[src/rtl/pong_pkg.sv]
// rtl/pong_pkg.sv - shared pong types, coordinate widths and default geometry
package pong_pkg;

    localparam int Y_W     = 9;
    localparam int X_W     = 8;
    localparam int SCORE_W = 4;

    localparam int DEF_SIZE  = 10;
    localparam int DEF_MIN_Y = 10;
    localparam int DEF_MAX_Y = 310;

    localparam logic [1:0] WINNER_NONE = 2'b00;
    localparam logic [1:0] WINNER_P1   = 2'b01;
    localparam logic [1:0] WINNER_P2   = 2'b10;

    typedef enum logic [1:0] {
        ST_PLAY,
        ST_POINT,
        ST_SERVE,
        ST_OVER
    } state_t;

    function automatic logic [SCORE_W-1:0] sat_inc(input logic [SCORE_W-1:0] s,
                                                    input logic [SCORE_W-1:0] lim);
        return (s >= lim) ? lim : s + SCORE_W'(1);
    endfunction

endpackage

[src/rtl/serve_timer.sv]
// rtl/serve_timer.sv - loadable strobe-gated down-counter with a zero flag
module serve_timer #(
    parameter int W = 8
) (
    input  logic         i_clk,
    input  logic         i_rst_n,
    input  logic         i_load,
    input  logic [W-1:0] i_load_val,
    input  logic         i_dec,
    output logic         o_zero
);

    logic [W-1:0] r_count;

    always_ff @(posedge i_clk or negedge i_rst_n) begin
        if (!i_rst_n) begin
            r_count <= '0;
        end else if (i_load) begin
            r_count <= i_load_val;
        end else if (i_dec && (r_count != '0)) begin
            r_count <= r_count - W'(1);
        end
    end

    assign o_zero = (r_count == '0);

endmodule

[src/rtl/score_keeper.sv]
// rtl/score_keeper.sv - pong point scoring, serve sequencing and game-over control
// Rally counter is built only when SCORE_KEEPER_RALLY_EN is defined.
module score_keeper
    import pong_pkg::*;
#(
    parameter int SIZE        = DEF_SIZE,
    parameter int MIN_Y       = DEF_MIN_Y,
    parameter int MAX_Y       = DEF_MAX_Y,
    parameter int PADDLE_LEN  = 40,
    parameter int WIN_SCORE   = 9,
    parameter int SERVE_DELAY = 60
) (
    input  logic               clock,
    input  logic               reset,
    input  logic               ball_valid,
    input  logic [Y_W-1:0]     ball_y,
    input  logic [X_W-1:0]     ball_x,
    input  logic [Y_W-1:0]     player_1_x,
    input  logic [Y_W-1:0]     player_2_x,
    input  logic               start,
    output logic               ball_reset,
    output logic [SCORE_W-1:0] score_1,
    output logic [SCORE_W-1:0] score_2,
    output logic               game_over,
    output logic [1:0]         winner,
    output logic [7:0]         rally
);

    localparam logic [SCORE_W-1:0] WIN = SCORE_W'(WIN_SCORE);

    state_t             r_state, w_state_nxt;
    logic [SCORE_W-1:0] r_score_1, r_score_2, w_score_1_nxt, w_score_2_nxt;
    logic [1:0]         r_winner, w_winner_nxt;
    logic               r_ball_reset, w_ball_reset_nxt;
    logic               r_armed, w_armed_nxt;
    logic               w_load, w_zero;

    // 10-bit extended geometry so edge sums never wrap
    logic [9:0] w_y_lo, w_y_hi, w_x_lo, w_x_hi, w_p1_lo, w_p1_hi, w_p2_lo, w_p2_hi;
    logic       w_goal_1, w_goal_2, w_hit_1, w_hit_2;

    assign w_y_lo  = {1'b0, ball_y};
    assign w_y_hi  = w_y_lo + 10'(SIZE);
    assign w_x_lo  = {2'b00, ball_x};
    assign w_x_hi  = w_x_lo + 10'(SIZE - 1);
    assign w_p1_lo = {1'b0, player_1_x};
    assign w_p1_hi = w_p1_lo + 10'(PADDLE_LEN - 1);
    assign w_p2_lo = {1'b0, player_2_x};
    assign w_p2_hi = w_p2_lo + 10'(PADDLE_LEN - 1);

    assign w_goal_1 = (w_y_lo <= 10'(MIN_Y));
    assign w_goal_2 = (w_y_hi >= 10'(MAX_Y));
    assign w_hit_1  = w_goal_1 && (w_p1_lo <= w_x_hi) && (w_x_lo <= w_p1_hi);
    assign w_hit_2  = w_goal_2 && (w_p2_lo <= w_x_hi) && (w_x_lo <= w_p2_hi);

    serve_timer #(.W(8)) u_serve_timer (
        .i_clk      (clock),
        .i_rst_n    (reset),
        .i_load     (w_load),
        .i_load_val (8'(SERVE_DELAY)),
        .i_dec      (ball_valid && (r_state == ST_POINT)),
        .o_zero     (w_zero)
    );

    always_ff @(posedge clock or negedge reset) begin
        if (!reset) begin
            r_state      <= ST_SERVE;
            r_score_1    <= '0;
            r_score_2    <= '0;
            r_winner     <= WINNER_NONE;
            r_ball_reset <= 1'b0;
            r_armed      <= 1'b0;
        end else begin
            r_state      <= w_state_nxt;
            r_score_1    <= w_score_1_nxt;
            r_score_2    <= w_score_2_nxt;
            r_winner     <= w_winner_nxt;
            r_ball_reset <= w_ball_reset_nxt;
            r_armed      <= w_armed_nxt;
        end
    end

    // r_armed blocks scoring on the first strobe after a serve
    always_comb begin
        w_state_nxt      = r_state;
        w_score_1_nxt    = r_score_1;
        w_score_2_nxt    = r_score_2;
        w_winner_nxt     = r_winner;
        w_armed_nxt      = r_armed;
        w_ball_reset_nxt = 1'b0;
        w_load           = 1'b0;
        case (r_state)
            ST_PLAY: if (ball_valid) begin
                w_armed_nxt = 1'b1;
                if (r_armed && w_goal_1 && !w_hit_1) begin
                    w_score_2_nxt = sat_inc(r_score_2, WIN);
                    if (w_score_2_nxt == WIN) begin
                        w_state_nxt  = ST_OVER;
                        w_winner_nxt = WINNER_P2;
                    end else begin
                        w_state_nxt = ST_POINT;
                        w_load      = 1'b1;
                    end
                end else if (r_armed && !w_goal_1 && w_goal_2 && !w_hit_2) begin
                    w_score_1_nxt = sat_inc(r_score_1, WIN);
                    if (w_score_1_nxt == WIN) begin
                        w_state_nxt  = ST_OVER;
                        w_winner_nxt = WINNER_P1;
                    end else begin
                        w_state_nxt = ST_POINT;
                        w_load      = 1'b1;
                    end
                end
            end
            ST_POINT: if (w_zero) w_state_nxt = ST_SERVE;
            ST_SERVE: begin
                w_ball_reset_nxt = 1'b1;
                w_armed_nxt      = 1'b0;
                w_state_nxt      = ST_PLAY;
            end
            ST_OVER: if (start) begin
                w_score_1_nxt = '0;
                w_score_2_nxt = '0;
                w_winner_nxt  = WINNER_NONE;
                w_state_nxt   = ST_SERVE;
            end
            default: w_state_nxt = ST_SERVE;
        endcase
    end

    assign ball_reset = r_ball_reset;
    assign score_1    = r_score_1;
    assign score_2    = r_score_2;
    assign winner     = r_winner;
    assign game_over  = (r_state == ST_OVER);

`ifdef SCORE_KEEPER_RALLY_EN
    logic [7:0] r_rally;
    logic       w_hit;

    assign w_hit = w_goal_1 ? w_hit_1 : w_hit_2;

    always_ff @(posedge clock or negedge reset) begin
        if (!reset) begin
            r_rally <= '0;
        end else if ((r_state == ST_SERVE) || ((r_state == ST_OVER) && start)) begin
            r_rally <= '0;
        end else if ((r_state == ST_PLAY) && ball_valid && w_hit && (r_rally != 8'hFF)) begin
            r_rally <= r_rally + 8'd1;
        end
    end

    assign rally = r_rally;
`else
    assign rally = '0;
`endif

endmodule
[config.mk]
export PLATFORM = sky130hd
export DESIGN_NAME = score_keeper
export DESIGN_NICKNAME = d
export VERILOG_FILES = /design/src/rtl/pong_pkg.sv /design/src/rtl/serve_timer.sv /design/src/rtl/score_keeper.sv
export SDC_FILE = /design/constraint.sdc
export NUM_CORES = 1
export LEC_CHECK = 0
export ABC_AREA = 1
export BUFFER_PORTS_ARGS = -buffer_cell sky130_fd_sc_hd__buf_4
export CAP_MARGIN = 20
export CORE_UTILIZATION = 40
export DETAILED_ROUTE_END_ITERATION = 8
export SLEW_MARGIN = 15
export SYNTH_ARGS = -nofsm -noshare
export SYNTH_HDL_FRONTEND = slang
export SYNTH_HIERARCHICAL = 1
export SYNTH_SLANG_ARGS = --single-unit
export TNS_END_PERCENT = 5
[constraint.sdc]
create_clock -name clock -period 5.3 [get_ports clock]
set_input_delay 0.795 -clock clock [delete_from_list [all_inputs] [get_ports clock]]
set_output_delay 0.795 -clock clock [all_outputs]
set_load 0.005 [all_outputs]
**Word-level counts from Yosys, hierarchy flattened**

Cells that the tools add are included.

- Flip-flop bits (word level): 22
- Input port bits: 39
- Output and inout port bits: 20
- Logic and storage cells: 97

- Add/sub/neg operators: 7
- Magnitude comparators: 8
- Equality and inequality tests: 14
- Mux-type cells: 36
- Reduce and logical (&&, ||, !) cells: 25

Operators by type and width:

| operator | number |
|---|---|
| $mux 4 | 8 |
| $mux 2 | 13 |
| $add 9x6->10 const B | 2 |
| $le 8x10->1 | 2 |
| $le 9x9->1 | 2 |
| $mux 8 | 2 |
| $pmux 4 s2 | 2 |
| $logic_and 1x1->1 | 11 |
| $add 9x4->10 const B | 1 |
| $ge 10x9->1 const B | 1 |
| $ne 2x2->1 const B | 5 |
| $add 8x4->9 const B | 1 |
| $le 9x4->1 const B | 1 |
| $ne 3x3->1 const B | 3 |
| $add 4x1->4 const B | 2 |
| $eq 4x4->1 const B | 2 |
| $ge 4x4->1 const B | 2 |
| $logic_not 8->1 | 1 |
| $mux 1 | 8 |
| $pmux 2 s4 | 1 |
| $reduce_and 4->1 | 2 |
| $reduce_bool 8->1 | 1 |
| $sub 8x1->8 const B | 1 |
| $reduce_and 6->1 | 1 |
| other kinds (10) | 15 |

**Logic depth before layout (Yosys ltp)**

Gate-level depths: netlist of run 1.

- Depth after elaboration: 11
- Mapped depth: 24
- Depth with buffers taken out: 24

**By module**

The synthesis of run 1 kept the hierarchy.

Modules (own cells, without submodules):

| module | instances | cells an instance | area an instance (sq um) | sequential area each (sq um) |
|---|---|---|---|---|
| score_keeper | 1 | 370 | 2,392.3 | 351.6 |
| serve_timer | 1 | 93 | 596.8 | 200.2 |

**Least setup slack after synthesis of run 1**

Ideal clock, no wire load.

- Kind: input-to-reg
- Start: in player_1_x[0]
- End: reg u_serve_timer.r_count[0]
- Library setup time: 125 ps
- Arrival: 3,227 ps
- Required time: 5,175 ps
- Path slack: 1,948 ps
- Cell stages on the path: 18
- Path buffers: 1
- Path through: inv_1 ha_1 a21oi_1 xnor2_1 ha_1 nand4_1 o221a_2 o21ai_0 nand3_1 nand2_2 nand2_4 nand2_2 nand3_2 nor2_1 clkbuf_1 o21ai_0 nand2_1 o21ai_1

- Cells in the longest elaborated chain, start to end: 9
- Elaborated cells on any way between the ends: 12
- Classes of those cells: add/sub: 1; order compare: 2; mux: 4; reduce/logical: 5

Ends and longest elaborated chain:

| what | RTL line | text |
|---|---|---|
| start: declaration | score_keeper.sv:18 | `input logic [Y_W-1:0] player_1_x,` |
| $add 9x6->10 / $le 9x9->1 (equally long branches) | score_keeper.sv:47, score_keeper.sv:53 |  |
| $le 8x10->1 / $logic_and 1x1->1 (equally long branches) | score_keeper.sv:53 | `assign w_hit_1 = w_goal_1 && (w_p1_lo <= w_x_hi) && (w_x_lo <= w_p1_hi);` |
| $logic_and 1x1->1 (*) | score_keeper.sv:53 |  |
| $logic_not 1->1 (*) | score_keeper.sv:95 | `if (r_armed && w_goal_1 && !w_hit_1) begin` |
| $logic_and 1x1->1 (*) | score_keeper.sv:95 |  |
| $mux 1 (*) | score_keeper.sv:95 |  |
| $mux 1 (*) | score_keeper.sv:93 | `ST_PLAY: if (ball_valid) begin` |
| $mux 1 (*) | score_keeper.sv:92 | `case (r_state)` |
| named net w_load | score_keeper.sv:36 | `logic w_load, w_zero;` |
| $mux 8 / $reduce_bool 2->1 (equally long branches) | -- |  |
| end signal: assignment | serve_timer.sv:19 | `r_count <= i_load_val;` |
| end signal: assignment | serve_timer.sv:21 | `r_count <= r_count - W'(1);` |
| end: declaration | serve_timer.sv:13 | `logic [W-1:0] r_count;` |

The timed path passes the listed nets; every way through them passes the cells marked *.
A chain may end at the register's enable or synchronous reset.

**Worst setup path after layout of run 1**

- Start: in player_1_x[0]
- End: reg u_serve_timer.r_count[4]

Same word-level chain as after synthesis.

==> results.ini, run 1 <==
[global_routing]
grt_pass1_vias = 2752
antenna_found_initial = 0
overflow = 0
grt_max_degree = 23
grt_use_total_pct = 18.51
grt_pass1_wl_mm = 11.69

[worst_setup_path]
r2r-end = u_serve_timer/r_count[4]$_DFFE_PN0P_
cp_slowest_cell = nor2_1
path_max_fanout = 13
crit_path_cell_trace = buf_4, inv_1, ha_1, a21oi_1, xnor2_1, ha_1, nand4_1, o221a_2, o21ai_0, nand3_1, nand2_2, nand2_4, nand2_2, nand3_2, nor2_1, inv_1, nand2_4, clkinv_2, nand2_1, nand2_1
worstReg2RegStart = score_2[0]$_DFFE_PN0P_
r2r_cells = 13
worstSetupEndpointType = flop
cp.arrival_ns = 4.06
critical_path_class = in2reg
startpoint_type = input pin
worstPathRequired_ns = 5.46
rrSetupSlack_ns = 2.45
crit_path_max_incr_delay_ns = 0.52

[timing]
finalSetupTns_ns = 0
rsz0062_at_grt = false
maxSlewViolCount = 0
fin_hold_ws_ns = 0.4156
clock.fmax_mhz = 256.5
post-route-min-period_ns = 3.898
setup_viol = 0
final.setup_skew_ns = 0.002741
worst_pin_slew_ns = 0.6250
hold_viol = 0
max-slew-margin-rel_pct = 58.18
fin_crit_sh_pct = 73.55
final.setup.worst_slack_ns = 1.402

[synthesis]
yosys.area_share.adder_pct = 16.74
synth_compound_area_share_pct = 13.19
synth_edf_count = 0
synth_top_family_by_area = simple AND/OR/NAND/NOR gates
synth_area_sq_mm = 0.002989
synth_xor_area_share_pct = 4.981
synthSimpleGateAreaFrac_pct = 34.74
synth_top_cell_by_area = dfrtp_1
ys_seq_area_share_pct = 18.46
synth.mux.area_fraction_pct = 0
synth_ff_type = dfrtp_1
yosysWarnings = 6
ys_seq_elements = 22
synth_top_area_share_pct = 17.58
synth_cells = 463
synthTopCellsByArea = dfrtp_1 18%, ha_1 17%, nand2_1 15%
avgSynthCellArea_sq_um = 6.456
ys_types = 42
synthArstFlopShare_pct = 100.0

[floorplanning]
die_w_um = 88.45
fp.dieH_um = 88.45
core_area_sq_mm = 0.007253
rows = 31
design.die.area_sq_mm = 0.007823
start_util_pct = 41.21
ios = 59

[drt]
via_per_inst = 4.877
drc = 0
drt-initial-drc-count = 86
routedWlPerCell_um = 11.17
wl_mm = 6.925
dr.pass1.iters = 4
ant_nets = 0
vias = 3024

[clocking]
clk_latency_ns = 0.26
cts_resized = 0
cts_num_sinks = 22
cts_hold_buf = 0
cts_tree = built
cts_buffer_depth = 2
clk_pin_slew_worst_paths_ns = 0.08
cts_inserted_buffers = 3
cts_max_level = 1
post_cts_buffers = 0
cts_root_buf = clkbuf_8

[placed_design]
port-buffer-count = 50
place_ws_ns = 1.150
globalplace.congestion = 0.8223
post-dp-hpwl_mm = 5.879
dp.cells = 616
place_area_sq_mm = 0.003472

[layout]
fin_cells = 620
fin_util_pct = 48.85
fillCellCount = 754
layout-drive-gt1-share_pct = 14.59
final_nets = 601
final_area_sq_mm = 0.003543
multi_input_comb_area_sq_mm = 0.002142
n_antenna_cell = 0
area_growth_pct = 18.54
regArea_sq_um = 551.8

[power]
power.density_mw_per_mm2 = 332.7
power_mw = 1.179
power_leakage_nw = 1.957
ir_drop_v = 0.0002389

[outcome]
status = completed

[hold_path]
hold_path_class = in2async

[flow_run]
drv_cap = 0

==> flip-flops by register name, summed over array words and instances (netlist names) <==
register,cells
r_armed,1
score_1,4
u_serve_timer/r_count,8
winner,2
r_state,2
ball_reset,1
score_2,4
==> critical path: cells and delay by family <==
family / cells / cell delay (ns)
AOI/OAI and AO/OA: 3 / 0.66
buffers and inverters: 4 / 0.53
and+or+nand+nor: 10 / 1.43
xor gates and xnor gates: 1 / 0.12
adders and majority gates: 2 / 0.53
==> kinds of logic after synthesis <==
kind of cell	count (synthesis)
other	2
flip-flops	22
AO/OA/AOI/OAI	65
AND/OR/NAND/NOR	233
XOR/XNOR	17
buffers and inverters	84
adder cells (fa/ha/maj)	40
==> synthesized netlist by cell type (2+ instances only) <==
cell	instances
nor2_1	40
nor3_1	4
nand2_4	2
nand2_1	117
xor2_1	11
o31ai_1	2
inv_1	72
a21oi_1	24
buf_4	8
o21ai_1	5
conb_1	2
nand2_2	6
ha_1	40
nand3_2	4
a22oi_1	2
a31oi_1	2
nand4_1	12
xnor2_1	6
o221ai_1	2
nand3_1	40
nor2_2	2
o21ai_0	19
or2_2	2
dfrtp_1	21
==> layer usage <==
metal / wire length, um / GRT usage [%] / vias to the layer above / share of wire, %
li1: - / - / 1609 / -
met1: 3489 / 25.31 / 1364 / 50
met2: 3189 / 31.54 / 47 / 46
met3: 197 / 1.866 / 4 / 2.8
met4: 48 / 4.106 / 0 / 0.69
met5: 0 / 0 / - / 0
==> worst max path at each step <==
| stage | from | endpoint | slack (ns) | depth (start not counted) |
|---|---|---|---|---|
| global placement | player_1_x[0] | u_serve_timer/r_count[2]$_DFFE_PN0P_ | 1.23 | 20 |
| detailed placement | player_1_x[0] | u_serve_timer/r_count[4]$_DFFE_PN0P_ | 1.15 | 20 |
| floorplan | player_1_x[0] | u_serve_timer/r_count[0]$_DFFE_PN0P_ | 1.95 | 18 |
| global route | player_1_x[0] | u_serve_timer/r_count[2]$_DFFE_PN0P_ | 0.99 | 20 |
| finish | player_1_x[0] | u_serve_timer/r_count[4]$_DFFE_PN0P_ | 1.40 | 20 |
| CTS | player_1_x[0] | u_serve_timer/r_count[4]$_DFFE_PN0P_ | 1.42 | 20 |
==> cell type report <==
cell class,count,share of cell area [%]
Clock buffer,3,1.165
Inverter,74,7.874
Clock inverter,1,0.8475
Multi-Input combinational cell,371,60.45
Sequential cell,22,15.57
Timing Repair Buffer,50,10.59
Tap cell,99,3.496
==> placed cells by master (no fill, tap or decap), types with 2 or more instances in the layout <==
cell type	instances
o31ai_1	2
nand2_1	117
buf_4	50
nand2_2	6
o21ai_0	19
xor2_1	11
clkbuf_8	3
nand3_1	40
nand3_2	4
ha_1	40
o21ai_1	5
a22oi_1	2
a21oi_1	24
dfrtp_1	21
nor3_1	4
nand2_4	2
nor2_1	40
inv_1	72
nor2_2	2
xnor2_1	6
a31oi_1	2
nand4_1	12
o221ai_1	2
or2_2	2
conb_1	16
==> where the power goes <==
group / internal (mW) / switching (mW)
sequential: 0.241 / 0.0683
combinational: 0.288 / 0.425
clock: 0.101 / 0.0567
Power figures use the tool's default switching activity.
==> run 2, diff against run 1 <==
Clock period 5.3 ns to 3.5 ns, I/O delays scaled along.
==> results.ini, run 2 (same netlist as run 1, synthesis figures left out) <==
[outcome]
status = completed

[timing]
fin_crit_sh_pct = 87.73
max-slew-margin-rel_pct = 65.99  ; +7.8 points
final.setup_skew_ns = 0.008366  ; +0.005625 ns
finalSetupTns_ns = 0  ; unchanged
setup_viol = 0  ; unchanged
clock.fmax_mhz = 325.7
final.setup.worst_slack_ns = 0.4296  ; -0.9722 ns
maxSlewViolCount = 0  ; unchanged
worst_pin_slew_ns = 0.5037  ; -0.1213 ns
rsz0062_at_grt = false
fin_hold_ws_ns = 0.1334  ; -0.2823 ns
post-route-min-period_ns = 3.070
hold_viol = 0  ; unchanged

[layout]
area_growth_pct = 18.79
n_antenna_cell = 0  ; unchanged
final_area_sq_mm = 0.003551  ; +0.21%
fillCellCount = 768  ; +1.9%
largest_reg_flops = 8  ; unchanged
largest_register = u_serve_timer/r_count
final_nets = 602  ; +0.17%
layout-drive-gt1-share_pct = 14.75  ; +0.16 points
layout_common_cells = 117 x nand2_1, 72 x inv_1, 51 x buf_4
fin_cells = 621  ; +0.16%
fin_util_pct = 48.96  ; +0.10 points
final_common_cell = nand2_1

[placed_design]
place_area_sq_mm = 0.003480  ; +0.22%
dp.cells = 617  ; +0.16%
port-buffer-count = 50  ; unchanged
globalplace.congestion = 0.8307  ; +1.0%
post-dp-hpwl_mm = 5.891  ; +0.19%
place_ws_ns = 0.1471  ; -1.003 ns

[power]
ir_drop_v = 0.0003691  ; +55%
power_leakage_nw = 1.962  ; +0.28%
power.density_mw_per_mm2 = 502.7  ; +51%
power_mw = 1.785  ; +51%

[clocking]
cts_resized = 0  ; unchanged
clk_pin_slew_worst_paths_ns = 0.09  ; about the same
cts_num_sinks = 22  ; unchanged
cts_buffer_depth = 2  ; unchanged
clk_latency_ns = 0.27  ; about the same
cts_hold_buf = 0  ; unchanged
cts_inserted_buffers = 3  ; unchanged
cts_max_level = 1  ; unchanged
cts_tree = built
cts_root_buf = clkbuf_8
post_cts_buffers = 0  ; unchanged

[floorplanning]
design.die.area_sq_mm = 0.007823  ; unchanged
core_area_sq_mm = 0.007253  ; unchanged
fp.dieH_um = 88.45  ; unchanged
start_util_pct = 41.21  ; unchanged
ios = 59  ; unchanged
die_w_um = 88.45  ; unchanged
rows = 31  ; unchanged

[global_routing]
antenna_found_initial = 0  ; unchanged
grt_max_degree = 23  ; unchanged
grt_use_total_pct = 18.92  ; +0.40 points
grt_pass1_vias = 2695  ; -2.1%
grt_pass1_wl_mm = 11.80  ; +0.95%
overflow = 0  ; unchanged

[drt]
via_per_inst = 4.791  ; -1.8%
drc = 0  ; unchanged
dr.pass1.iters = 4  ; unchanged
wl_mm = 6.990  ; +0.94%
routedWlPerCell_um = 11.26  ; +0.78%
ant_nets = 0  ; unchanged
vias = 2975  ; -1.6%
drt-initial-drc-count = 66  ; -23%

[worst_setup_path]
r2r-end = u_serve_timer/r_count[3]$_DFFE_PN0P_
rrSetupSlack_ns = 1.19  ; -1.26 ns
path_max_fanout = 8  ; -5
startpoint_type = input pin
worstPathRequired_ns = 3.67  ; -1.79 ns
critical_path_class = in2reg
cp.arrival_ns = 3.24  ; -0.82 ns
worstSetupEndpointType = flop
r2r_cells = 13  ; unchanged
worstReg2RegStart = score_2[0]$_DFFE_PN0P_

[hold_path]
hold_path_class = in2async

[flow_run]
drv_cap = 0  ; unchanged

==> run 2: cell count changes in the layout (fill, tap and decap cells not counted) <==
cell   before  now
buf_4      50   51
==> run 2: report_power, final <==
part | internal (mW) | switching [mW]
logic | 0.436 | 0.639
clock network | 0.153 | 0.0899
registers | 0.364 | 0.103
==> run 2: final cells by class <==
type | count | area [sq um] | share of cell area, %
tap | 99 | 123.9 | 3.488
clock buffer | 3 | 41.29 | 1.163
clock inverter | 1 | 30.03 | 0.8457
sequential | 22 | 551.8 | 15.54
timing repair buffer | 51 | 382.9 | 10.78
inverter | 74 | 279.0 | 7.858
multi-input combinational | 371 | 2142 | 60.32
==> run 2: worst max-delay path by stage <==
| stage | from | end | slack (ns) | depth (start not counted) |
|---|---|---|---|---|
| 6_report | player_1_x[0] | u_serve_timer/r_count[3]$_DFFE_PN0P_ | 0.43 | 20 |
| 5_1_grt | player_1_x[0] | u_serve_timer/r_count[4]$_DFFE_PN0P_ | 0.15 | 20 |
| 4_1_cts | player_1_x[0] | u_serve_timer/r_count[3]$_DFFE_PN0P_ | 0.44 | 20 |
| 3_5_place_dp | player_1_x[0] | u_serve_timer/r_count[3]$_DFFE_PN0P_ | 0.15 | 20 |
| 3_3_place_gp | player_1_x[0] | u_serve_timer/r_count[3]$_DFFE_PN0P_ | 0.22 | 20 |
| 2_1_floorplan | player_1_x[0] | u_serve_timer/r_count[0]$_DFFE_PN0P_ | 0.42 | 18 |
==> run 2: metal layers <==
layer | GRT usage [%] | wire, um | up-vias
li1 | - | - | 1611
met1 | 26.53 | 3582 | 1308
met2 | 31.68 | 3146 | 52
met3 | 1.772 | 219 | 4
met4 | 3.812 | 42 | 0
met5 | 0 | 0 | -
==> run 2: critical path: stages <==
cell and delay [ns]:
buf_4 0.08, inv_1 0.06, ha_1 0.22, a21oi_1 0.24
xnor2_1 0.10, ha_1 0.29, nand4_1 0.12, o221a_2 0.27
o21ai_0 0.15, nand3_1 0.10, nand2_2 0.12, nand2_4 0.08
nand2_2 0.09, nand3_2 0.09, nor2_1 0.17, inv_1 0.17
nand2_4 0.16, clkinv_2 0.08, nand2_1 0.05, nand2_1 0.05
